`src/rtl/xalu_pkg.sv`:
```
// Shared types for the nibble-serial ALU: opcode set, slice width, sequencer states.
package xalu_pkg;

    localparam int XALU_SLICE_W = 4;

    typedef enum logic [2:0] {
        OP_ADD   = 3'd0,
        OP_AND   = 3'd1,
        OP_OR    = 3'd2,
        OP_XOR   = 3'd3,
        OP_PASSA = 3'd4,
        OP_PASSB = 3'd5,
        OP_SHR   = 3'd6,
        OP_SHL   = 3'd7
    } xalu_op_e;

    typedef enum logic [1:0] {
        ST_IDLE = 2'd0,
        ST_RUN  = 2'd1,
        ST_DONE = 2'd2
    } xalu_state_e;

endpackage

```
`src/rtl/xalu_seq_if.sv`:
```
// Host-side bus of the nibble-serial ALU sequencer.
// XALU_SEQ_NEGZERO_EN adds the neg_zero status line.
interface xalu_seq_if #(parameter int NIBBLES = 4);
    localparam int W = 4 * NIBBLES;

    logic         start;
    logic [2:0]   op;
    logic         com;
    logic [W-1:0] a;
    logic [W-1:0] b;
    logic         ci;
    logic         busy;
    logic         done;
    logic [W-1:0] result;
    logic         co;
    logic         zero;
    logic         equ;
`ifdef XALU_SEQ_NEGZERO_EN
    logic         neg_zero;
`endif

    modport master (
        output start, op, com, a, b, ci,
        input  busy, done, result, co, zero, equ
`ifdef XALU_SEQ_NEGZERO_EN
        , input neg_zero
`endif
    );

    modport slave (
        input  start, op, com, a, b, ci,
        output busy, done, result, co, zero, equ
`ifdef XALU_SEQ_NEGZERO_EN
        , output neg_zero
`endif
    );
endinterface

```
`src/rtl/xalu_slice.sv`:
```
// Combinational 4-bit ALU slice. "Left" is toward the MSB: ADD/SHL chain
// right-in/left-out, SHR chains left-in/right-out.
module xalu_slice
    import xalu_pkg::*;
(
    input  logic [XALU_SLICE_W-1:0] a,
    input  logic [XALU_SLICE_W-1:0] b,
    input  xalu_op_e                fn,
    input  logic                    com,
    input  logic                    cil,
    input  logic                    cir,
    output logic [XALU_SLICE_W-1:0] y,
    output logic                    col,
    output logic                    cor,
    output logic                    zero,
    output logic                    neg_zero,
    output logic                    equ
);
    logic [XALU_SLICE_W-1:0] f;

    always_comb begin
        f   = '0;
        col = 1'b0;
        cor = 1'b0;
        case (fn)
            OP_ADD:   {col, f} = {1'b0, a} + {1'b0, b} + {{XALU_SLICE_W{1'b0}}, cir};
            OP_AND:   f = a & b;
            OP_OR:    f = a | b;
            OP_XOR:   f = a ^ b;
            OP_PASSA: f = a;
            OP_PASSB: f = b;
            OP_SHR: begin
                f   = {cil, a[XALU_SLICE_W-1:1]};
                cor = a[0];
            end
            OP_SHL: begin
                f   = {a[XALU_SLICE_W-2:0], cir};
                col = a[XALU_SLICE_W-1];
            end
            default: f = '0;
        endcase
    end

    assign y        = com ? ~f : f;
    assign zero     = (y == '0);
    assign neg_zero = (y == '1);
    assign equ      = (a == b);
endmodule

```
`src/rtl/xalu_seq.sv`:
```
// Nibble-serial sequencer: runs a W-bit operation through one xalu_slice, one nibble per clock.
// XALU_SEQ_NEGZERO_EN adds the neg_zero (result all ones) flag.
module xalu_seq
    import xalu_pkg::*;
#(
    parameter int NIBBLES = 4
) (
    input  logic       clk,
    input  logic       rst,
    xalu_seq_if.slave  bus
);
    localparam int W    = XALU_SLICE_W * NIBBLES;
    localparam int SW   = XALU_SLICE_W;
    localparam int IW   = (NIBBLES > 1) ? $clog2(NIBBLES) : 1;
    localparam logic [IW-1:0] LAST = IW'(NIBBLES - 1);

    xalu_state_e  state;
    xalu_op_e     op_q;
    logic         com_q;
    logic [IW-1:0] idx;
    logic [W-1:0] a_sr, b_sr, res_sr;
    logic         cy;
    logic         zacc, eacc;
    logic         busy_q, done_q, co_q, zero_q, equ_q;
    logic [W-1:0] result_q;

    logic         msb_first;
    logic [SW-1:0] na, nb, ny;
    logic         s_col, s_cor, s_zero, s_nz, s_equ;
    logic         cy_nxt;
    logic [W+SW-1:0] a_ext_l, b_ext_l, a_ext_m, b_ext_m, r_ext_l, r_ext_m;
    logic [W-1:0] a_nxt, b_nxt, res_nxt;

    // SHR walks MSB-to-LSB so the shifted-out bit can feed the next lower nibble.
    assign msb_first = (op_q == OP_SHR);
    assign na = msb_first ? a_sr[W-1 -: SW] : a_sr[SW-1:0];
    assign nb = msb_first ? b_sr[W-1 -: SW] : b_sr[SW-1:0];

    xalu_slice u_slice (
        .a(na), .b(nb), .fn(op_q), .com(com_q),
        .cil(cy), .cir(cy),
        .y(ny), .col(s_col), .cor(s_cor),
        .zero(s_zero),
`ifdef XALU_SEQ_NEGZERO_EN
        .neg_zero(s_nz),
`else
        .neg_zero(),
`endif
        .equ(s_equ)
    );

    assign a_ext_l = {{SW{1'b0}}, a_sr};
    assign b_ext_l = {{SW{1'b0}}, b_sr};
    assign r_ext_l = {ny, res_sr};
    assign a_ext_m = {a_sr, {SW{1'b0}}};
    assign b_ext_m = {b_sr, {SW{1'b0}}};
    assign r_ext_m = {res_sr, ny};

    assign a_nxt   = msb_first ? a_ext_m[W-1:0] : a_ext_l[W+SW-1:SW];
    assign b_nxt   = msb_first ? b_ext_m[W-1:0] : b_ext_l[W+SW-1:SW];
    assign res_nxt = msb_first ? r_ext_m[W-1:0] : r_ext_l[W+SW-1:SW];

    always_comb begin
        cy_nxt = 1'b0;
        case (op_q)
            OP_ADD, OP_SHL: cy_nxt = s_col;
            OP_SHR:         cy_nxt = s_cor;
            default:        cy_nxt = 1'b0;
        endcase
    end

`ifdef XALU_SEQ_NEGZERO_EN
    logic nacc, neg_zero_q;
    assign bus.neg_zero = neg_zero_q;
`endif

    always_ff @(posedge clk) begin
        if (rst) begin
            state    <= ST_IDLE;
            op_q     <= OP_ADD;
            com_q    <= 1'b0;
            idx      <= '0;
            a_sr     <= '0;
            b_sr     <= '0;
            res_sr   <= '0;
            cy       <= 1'b0;
            zacc     <= 1'b1;
            eacc     <= 1'b1;
            busy_q   <= 1'b0;
            done_q   <= 1'b0;
            result_q <= '0;
            co_q     <= 1'b0;
            zero_q   <= 1'b1;
            equ_q    <= 1'b0;
`ifdef XALU_SEQ_NEGZERO_EN
            nacc       <= 1'b1;
            neg_zero_q <= 1'b0;
`endif
        end else begin
            case (state)
                ST_IDLE, ST_DONE: begin
                    done_q <= 1'b0;
                    if (bus.start) begin
                        op_q   <= xalu_op_e'(bus.op);
                        com_q  <= bus.com;
                        a_sr   <= bus.a;
                        b_sr   <= bus.b;
                        cy     <= bus.ci;
                        idx    <= '0;
                        zacc   <= 1'b1;
                        eacc   <= 1'b1;
`ifdef XALU_SEQ_NEGZERO_EN
                        nacc   <= 1'b1;
`endif
                        busy_q <= 1'b1;
                        state  <= ST_RUN;
                    end else begin
                        busy_q <= 1'b0;
                        state  <= ST_IDLE;
                    end
                end
                ST_RUN: begin
                    a_sr   <= a_nxt;
                    b_sr   <= b_nxt;
                    res_sr <= res_nxt;
                    cy     <= cy_nxt;
                    zacc   <= zacc & s_zero;
                    eacc   <= eacc & s_equ;
`ifdef XALU_SEQ_NEGZERO_EN
                    nacc   <= nacc & s_nz;
`endif
                    idx    <= idx + 1'b1;
                    if (idx == LAST) begin
                        result_q <= res_nxt;
                        co_q     <= cy_nxt;
                        zero_q   <= zacc & s_zero;
                        equ_q    <= eacc & s_equ;
`ifdef XALU_SEQ_NEGZERO_EN
                        neg_zero_q <= nacc & s_nz;
`endif
                        done_q   <= 1'b1;
                        busy_q   <= 1'b0;
                        state    <= ST_DONE;
                    end
                end
                default: state <= ST_IDLE;
            endcase
        end
    end

    assign bus.busy   = busy_q;
    assign bus.done   = done_q;
    assign bus.result = result_q;
    assign bus.co     = co_q;
    assign bus.zero   = zero_q;
    assign bus.equ    = equ_q;
endmodule

```
`src/flat_wrapper.sv`:
```
// flat-port wrapper written by rule: the top's interface ports become plain ports
module xalu_seq_flat import xalu_pkg::*;
#(
    parameter int NIBBLES = 4
)
  (clk, rst, bus_start, bus_op, bus_com, bus_a, bus_b, bus_ci, bus_busy, bus_done, bus_result, bus_co, bus_zero, bus_equ);
  xalu_seq_if #(.NIBBLES(NIBBLES)) bus_i ();
  input  logic clk;
  input  logic rst;
  input wire logic [$bits(bus_i.start)-1:0] bus_start;
  input wire logic [$bits(bus_i.op)-1:0] bus_op;
  input wire logic [$bits(bus_i.com)-1:0] bus_com;
  input wire logic [$bits(bus_i.a)-1:0] bus_a;
  input wire logic [$bits(bus_i.b)-1:0] bus_b;
  input wire logic [$bits(bus_i.ci)-1:0] bus_ci;
  output wire logic [$bits(bus_i.busy)-1:0] bus_busy;
  output wire logic [$bits(bus_i.done)-1:0] bus_done;
  output wire logic [$bits(bus_i.result)-1:0] bus_result;
  output wire logic [$bits(bus_i.co)-1:0] bus_co;
  output wire logic [$bits(bus_i.zero)-1:0] bus_zero;
  output wire logic [$bits(bus_i.equ)-1:0] bus_equ;
  assign bus_i.start = bus_start;
  assign bus_i.op = bus_op;
  assign bus_i.com = bus_com;
  assign bus_i.a = bus_a;
  assign bus_i.b = bus_b;
  assign bus_i.ci = bus_ci;
  assign bus_busy = bus_i.busy;
  assign bus_done = bus_i.done;
  assign bus_result = bus_i.result;
  assign bus_co = bus_i.co;
  assign bus_zero = bus_i.zero;
  assign bus_equ = bus_i.equ;
  xalu_seq #(.NIBBLES(NIBBLES)) u_core (.clk(clk), .rst(rst), .bus(bus_i));
endmodule
```
`config.mk`:
```
export PLATFORM = sky130hd
export DESIGN_NAME = xalu_seq_flat
export DESIGN_NICKNAME = d
export VERILOG_FILES = /design/src/rtl/xalu_pkg.sv /design/src/rtl/xalu_seq_if.sv /design/src/rtl/xalu_slice.sv /design/src/rtl/xalu_seq.sv /design/src/flat_wrapper.sv
export SDC_FILE = /design/constraint.sdc
export NUM_CORES = 1
export LEC_CHECK = 0
export CAP_MARGIN = 25
export CELL_PAD_IN_SITES_DETAIL_PLACEMENT = 1
export CELL_PAD_IN_SITES_GLOBAL_PLACEMENT = 1
export CORE_MARGIN = 2
export CORE_UTILIZATION = 40
export CTS_CLUSTER_SIZE = 40
export DETAILED_ROUTE_END_ITERATION = 8
export GPL_TIMING_DRIVEN = 0
export HOLD_SLACK_MARGIN = 0.1
export MAX_ROUTING_LAYER = met4
export PLACE_DENSITY_LB_ADDON = 0.1
export SLEW_MARGIN = 20
export SYNTH_ARGS = -nofsm -noshare
export SYNTH_HDL_FRONTEND = slang
export SYNTH_SLANG_ARGS = --single-unit
```
`constraint.sdc`:
```
create_clock -name clk -period 4.28 [get_ports clk]
set_input_delay 0.428 -clock clk [delete_from_list [all_inputs] [get_ports clk]]
set_output_delay 0.428 -clock clk [all_outputs]
set_load 0.005 [all_outputs]
```
# ---- Word-level counts from Yosys, hierarchy flattened
# Index checks and enable logic that the tools add are counted.
dict set report word_totals {
  wordCells 76
  inputBits 40
  regBits 80
  out_inout_bits 21
}
dict set report classes {
  n_addsub 3
  n_eq_ne 13
  mux 28
  reduce_logical 10
  bitwise 6
}
# operator count
set op_table {}
lappend op_table {{$mux 16} 5}
lappend op_table {{$pmux 16 s2} 2}
lappend op_table {{$pmux 4 s8} 1}
lappend op_table {{$pmux 1 s2} 7}
lappend op_table {{$eq 3x3->1 const B} 4}
lappend op_table {{$mux 4} 3}
lappend op_table {{$pmux 2 s2} 2}
lappend op_table {{$reduce_and 2->1} 4}
lappend op_table {{$eq 3x2->1 const B} 2}
lappend op_table {{$mux 1} 6}
lappend op_table {{$add 4x4->5} 1}
lappend op_table {{$add 5x1->5} 1}
lappend op_table {{$and 4x4->4} 1}
lappend op_table {{$eq 2x2->1 const B} 2}
lappend op_table {{$eq 4x4->1} 1}
lappend op_table {{$logic_not 4->1} 1}
lappend op_table {{$mux 2} 2}
lappend op_table {{$not 4->4} 1}
lappend op_table {{$or 4x4->4} 1}
lappend op_table {{$reduce_or 2->1} 2}
lappend op_table {{$xor 4x4->4} 1}
lappend op_table {{$eq 3x1->1 const B} 1}
lappend op_table {{$logic_not 3->1} 1}
lappend op_table {{$add 2x1->2 const B} 1}
lappend op_table {{other kinds (6)} 7}

# ---- Longest topological paths before layout
dict set report logic_depth {
  depth_word 10
  depth_mapped 16
  depth_no_buf 14
}

# ---- Cells and area by module
# A second synthesis with hierarchy kept.
dict set report hier_totals {
  hier_cells 500
  area_unflattened_um2 4235.3
}
# module n_inst seq_area_each_um2 cells_each area_per_inst_um2
set modules_own_cells {}
lappend modules_own_cells {xalu_seq 1 1601.5 417 3599.7}
lappend modules_own_cells {xalu_slice 1 0.0 83 635.6}

# ---- Least setup slack after synthesis
# OpenSTA, ideal clock, no wires.
dict set report synth_timing {
  path_kind {flip-flop to flip-flop}
  startpoint {reg u_core.op_q[2]}
  endpoint {reg u_core.zero_q, in the netlist u_core.bus.zero}
  setup_slack_ns 0.786
  arrival_time_ns 3.425
  n_path_buf 2
  period_less_slack_ns 3.494
  setup_time_ns 0.069
  required_time_ns 4.211
  stages_incl_launch_ff 13
  cell_sequence {dfxtp_1 > buf_2 > nand2_1 > nor2_1 > buf_2 > mux2i_1 > fa_1 > inv_1 > fa_1 > o32ai_1 > or4_1 > mux2_2 > o21ai_1}
}
dict set report synth_via {
  elab_chain_len 9
  elab_cells_between_ends 20
  classes_between {2 x add/sub; 7 x eq/ne; 4 x mux; 5 x bitwise; 2 x reduce/logical}
}
# item line_no
set synth_lines {}
lappend synth_lines {{start, declared} xalu_seq.sv:18} ;# xalu_op_e op_q;
lappend synth_lines {{start signal, assigned} xalu_seq.sv:104} ;# op_q <= xalu_op_e'(bus.op);
lappend synth_lines {{$eq 3x3->1} {xalu_slice.sv:25, xalu_seq.sv:35}}
lappend synth_lines {{$mux 4, on equally long branches} {xalu_seq.sv:36, xalu_seq.sv:37}}
lappend synth_lines {{$add 4x4->5} xalu_slice.sv:26} ;# OP_ADD: {col, f} = {1'b0, a} + {1'b0, b} + {{XALU_SLICE_W{1'b0}}, cir};
lappend synth_lines {{$add 5x1->5} xalu_slice.sv:26}
lappend synth_lines {{$pmux 4 s8 (*)} xalu_slice.sv:25} ;# case (fn)
lappend synth_lines {{$not 4->4} xalu_slice.sv:44} ;# assign y = com ? ~f : f;
lappend synth_lines {{$mux 4 (*)} xalu_slice.sv:44}
lappend synth_lines {{$logic_not 4->1 (*)} xalu_slice.sv:45} ;# assign zero = (y == '0);
lappend synth_lines {{$and 1x1->1 (*)} xalu_seq.sv:136} ;# zero_q <= zacc & s_zero;
lappend synth_lines {{end signal, assigned} xalu_seq.sv:136}
lappend synth_lines {{end, declared} xalu_seq.sv:24} ;# logic busy_q, done_q, co_q, zero_q, equ_q;
# Every way passes the cells marked *; elsewhere a longest branch is shown, timed or not.
# A chain may end at the register's enable or synchronous reset.

# ---- Worst setup path after layout
dict set report layout_timing {
  startpoint {reg u_core.op_q[2]}
  endpoint {reg u_core.res_sr[0]}
}
dict set report layout_via {
  elab_chain_len 8
  elab_cells_between_ends 19
  classes_between {2 x add/sub; 7 x eq/ne; 5 x mux; 4 x bitwise; 1 x reduce/logical}
}
# item line_no
set layout_lines {}
lappend layout_lines {{$eq 3x3->1} {xalu_slice.sv:25, xalu_seq.sv:35}}
lappend layout_lines {{$mux 4, on equally long branches} {xalu_seq.sv:36, xalu_seq.sv:37}}
lappend layout_lines {{$add 4x4->5} xalu_slice.sv:26}
lappend layout_lines {{$add 5x1->5} xalu_slice.sv:26}
lappend layout_lines {{$pmux 4 s8} xalu_slice.sv:25}
lappend layout_lines {{$not 4->4} xalu_slice.sv:44}
lappend layout_lines {{$mux 4} xalu_slice.sv:44}
lappend layout_lines {{$mux 16 (*)} xalu_seq.sv:61} ;# assign res_nxt = msb_first ? r_ext_m[W-1:0] : r_ext_l[W+SW-1:SW];
lappend layout_lines {{end signal, assigned} xalu_seq.sv:125} ;# res_sr <= res_nxt;
lappend layout_lines {{end, declared} xalu_seq.sv:21} ;# logic [W-1:0] a_sr, b_sr, res_sr;
# Marks and branches as above.

==> run_results.csv <==
group,metric,value,unit
floorplan,floorplan.die_area,11000,µm²
cells_and_area,fill_cells,1231,
drt,drtIter0Drc,135,
power_and_ir_drop,cellPowerDensity,378,nW/µm²
critical_path,critical-path-slowest-cell,"sky130_fd_sc_hd__o41ai_1",
placement,port_buffers,59,
cells_and_area,multi_input_area,2260,µm²
cts,ctsResizeCount,1,
synthesis,unique_masters_post_synth,40,
drt,dr_drc_count,0,
sta,final.setup.worst_slack,0.286,ns
cts,cts_clock_pin_slew_for_the_worst_setup_and_hold_paths,0.10,ns
global_route,grt_overflow_total,0,
sta,part_of_the_cycle_the_worst_path_needs,93.3,%
synthesis,postSynthAreaPerCell,7.71,µm²
cts,clk_latency,0.37,ns
placement,placement.cell_area,4840,µm²
critical_path,worst-endpoint-arrival,4.24,ns
floorplan,num_io_pins,61,
sta,hold_ws,0.463,ns
sta,grt_setup_unrepaired,"false",
global_route,gr-usage-all-layers,28.3,%
synthesis,dominant_combinational_cell_family_by_area_after_synthesis,"simple AND/OR/NAND/NOR gates",
sta,clock.fmax,250,MHz
status,outcome,"completed",
synthesis,synth_mux_area_share,6.16,%
floorplan,initial_utilization,41.4,%
cells_and_area,area_growth,24.6,%
synthesis,synth.ff_latch_count,80,
drt,final_wl,14700,µm
critical_path,worst_setup_path_end_kind,"register",
sta,final_hold_viols,0,
synthesis,syn-cell-area,4080,µm²
floorplan,die_y,105,µm
cts,cts-root-to-sink-buffers,2,
critical_path,crit_path_max_fanout,10,
floorplan,core_area,9860,µm²
run,maxCapViolations,0,
critical_path,r2r_cells,12,
synthesis,async_flop_share,0,%
global_route,wire_length_of_the_first_global_routing_pass,23600,µm
sta,finish_stage_setup_viols,0,
floorplan,fp-row-count,36,
critical_path,critPathMaxStageDelay,0.63,ns
synthesis,yosysSeqAreaShare,39.2,%
critical_path,cp.required,4.53,ns
cells_and_area,most_frequent_standard_cell_in_the_layout_excluding_fill_and_tap_cells,"sky130_fd_sc_hd__nand2_1",
cts,cts_htree_levels,3,
drt,route.antenna.remaining_nets,0,
synthesis,synth_ff_type,"sky130_fd_sc_hd__dfxtp_1",
placement,dp_worst_setup_slack,-0.140,ns
global_route,antenna_found_initial,0,
sta,maxSlewHeadroom,49.7,%
critical_path,cp_cell_sequence,"buf_2 > nand2_1 > nor2_4 > buf_2 > mux2i_1 > ha_1 > a21oi_1 > a211oi_1 > o41ai_1 > xnor2_1 > nor2_1 > o41ai_1",
synthesis,number_of_flops_mapped_to_enable_cells_by_yosys,0,
cells_and_area,sequential_cell_area,1600,µm²
cts,tritoncts.num_buffers,9,
cts,post_cts.repair.setup_buffers,0,
cells_and_area,final_cell_count_no_fill,737,
placement,dp.final_hpwl,10700,µm
power_and_ir_drop,vdd.ir_drop.worst,0.000202,V
placement,dp.cells,722,
hold_path,hold_path.class,"reg -> reg",
cts,cts.sinks,80,
cells_and_area,layout.nets,651,
synthesis,synthesis.yosys.warnings,0,
power_and_ir_drop,total_leakage_power,1.84,nW
synthesis,synth-compound-area-share,17.9,%
drt,avgViaCountPerCell,5.73,
sta,final_max_slew_viol_count,0,
synthesis,synth_adder_area_share,3.74,%
placement,globalplace.congestion,0.884,
critical_path,worstSetupStartpointType,"register",
global_route,grt_start_max_net_pins,15,
cts,root_buffer,"sky130_fd_sc_hd__clkbuf_8",
sta,timing_worst_slew_pin_value,0.745,ns
sta,min_period,3.99,ns
critical_path,path_buf_inv,2,
critical_path,critical_path_cell_count,12,
synthesis,mappedNetlistNets,581,
cells_and_area,postLayoutCellArea,5090,µm²
sta,clock-skew-final,0.0149,ns
synthesis,synthCells,530,
critical_path,worst-setup-path-type,"reg -> reg",
power_and_ir_drop,finalPower,0.00192,W
cts,tritoncts_clock_tree,"built",
critical_path,critical-path-top-delay-family,"compound AO/OA/AOI/OAI gates",
global_route,vias_in_the_first_global_route,4394,
drt,drt-pass1-iter-count,5,
synthesis,xor_and_xnor_area_share_after_synthesis,0.858,%
cells_and_area,mostFrequentLayoutCells,"sky130_fd_sc_hd__nand2_1 (99), sky130_fd_sc_hd__dfxtp_1 (80), sky130_fd_sc_hd__nor2_1 (75)",
drt,wl_per_cell,19.9,µm
cells_and_area,proportion_of_layout_cells_with_a_drive_suffix_above_1,4.14,%
cells_and_area,antenna_cells,0,
drt,route.vias.total,4221,
synthesis,synth_simple_gate_area_share,26.5,%
cts,postCtsHoldBufs,0,
hold_path,min_path_cells,2,
floorplan,die_w,105,µm
## sequential cells by signal, summed over array words and instances, names as in the netlist, 2 cells and up
signal / cells
u_core.a_sr: 16
u_core.b_sr: 16
u_core.bus.result: 16
u_core.idx: 2
u_core.op_q: 3
u_core.res_sr: 16
u_core.state: 2
## where the power goes
part           internal (W)  switching (W)  total [W]
clock network      0.000389       0.000307   0.000695
logic              0.000150       0.000227   0.000377
registers          0.000795      0.0000544   0.000849
total               0.00133       0.000588    0.00192
## final timing paths
kind / from / to / slack [ns]
hold / removal: u_core.bus.equ / u_core.bus.equ / 0.46
setup reg to reg: u_core.op_q[2] / u_core.res_sr[0] / 0.29
hold reg to reg: u_core.bus.equ / u_core.bus.equ / 0.46
setup / recovery: u_core.op_q[2] / u_core.res_sr[0] / 0.29
## metal layers
layer  track usage, %  part of all wire (%)  vias to the layer above
met5                -                     0                        -
met3             4.93                   5.3                       21
li1                 -                     -                     2004
met1             34.9                    44                     2070
met2             46.9                    49                      126
met4             9.24                   1.6                        0
## cells by family after synthesis
logic type / after synthesis
AO/OA/AOI/OAI: 107
multiplexers: 25
AND/OR/NAND/NOR: 245
XOR/XNOR: 4
flip-flops: 80
buffers and inverters: 58
adder cells (fa/ha/maj): 11
## synth_stat cells (2+ instances only)
cell type | instances | area [µm²]
sky130_fd_sc_hd__a211oi_1 | 23 | 173
sky130_fd_sc_hd__a21oi_1 | 35 | 175
sky130_fd_sc_hd__a22oi_1 | 7 | 52.6
sky130_fd_sc_hd__a311oi_1 | 16 | 140
sky130_fd_sc_hd__a31oi_1 | 6 | 37.5
sky130_fd_sc_hd__and2_1 | 2 | 12.5
sky130_fd_sc_hd__and3_1 | 17 | 106
sky130_fd_sc_hd__buf_1 | 2 | 7.51
sky130_fd_sc_hd__buf_2 | 5 | 25.0
sky130_fd_sc_hd__clkbuf_1 | 35 | 131
sky130_fd_sc_hd__dfxtp_1 | 80 | 1600
sky130_fd_sc_hd__fa_1 | 2 | 40.0
sky130_fd_sc_hd__ha_1 | 9 | 113
sky130_fd_sc_hd__inv_1 | 14 | 52.6
sky130_fd_sc_hd__mux2i_1 | 24 | 240
sky130_fd_sc_hd__nand2_1 | 99 | 372
sky130_fd_sc_hd__nand2b_1 | 4 | 25.0
sky130_fd_sc_hd__nand3_1 | 14 | 70.1
sky130_fd_sc_hd__nand4_1 | 2 | 12.5
sky130_fd_sc_hd__nor2_1 | 76 | 285
sky130_fd_sc_hd__nor2b_1 | 4 | 25.0
sky130_fd_sc_hd__nor3_1 | 4 | 20.0
sky130_fd_sc_hd__nor3b_1 | 3 | 22.5
sky130_fd_sc_hd__nor4_1 | 15 | 93.8
sky130_fd_sc_hd__o21ai_0 | 6 | 30.0
sky130_fd_sc_hd__o32ai_1 | 3 | 26.3
sky130_fd_sc_hd__o41ai_1 | 7 | 61.3
sky130_fd_sc_hd__or3_1 | 2 | 12.5
sky130_fd_sc_hd__xnor2_1 | 3 | 26.3
## stage by stage
| stage | TNS (ns) | util (%) |
|---|---|---|
| floorplan | 0 | - |
| global placement | -0.0913 | 49.1 |
| detailed placement | -0.297 | 49.1 |
| CTS | 0 | 51.5 |
| global route | 0 | 51.6 |
| finish | 0 | 51.6 |
## final cells by class
type | instances | area share (%)
plain buffers | 43 | 3.47
clock buffers | 9 | 2.43
clock inverters | 6 | 2.29
inverters | 15 | 1.11
multi-input cells | 392 | 44.4
flip-flops and latches | 80 | 31.5
well taps | 133 | 3.27
repair buffers | 59 | 11.6
## worst min-delay path: stages, from the launching register on
cell                      delay [ns]
sky130_fd_sc_hd__dfxtp_1        0.32
sky130_fd_sc_hd__nand2_1        0.05
sky130_fd_sc_hd__a21oi_1        0.05
(Power assumes the default switching activity.)
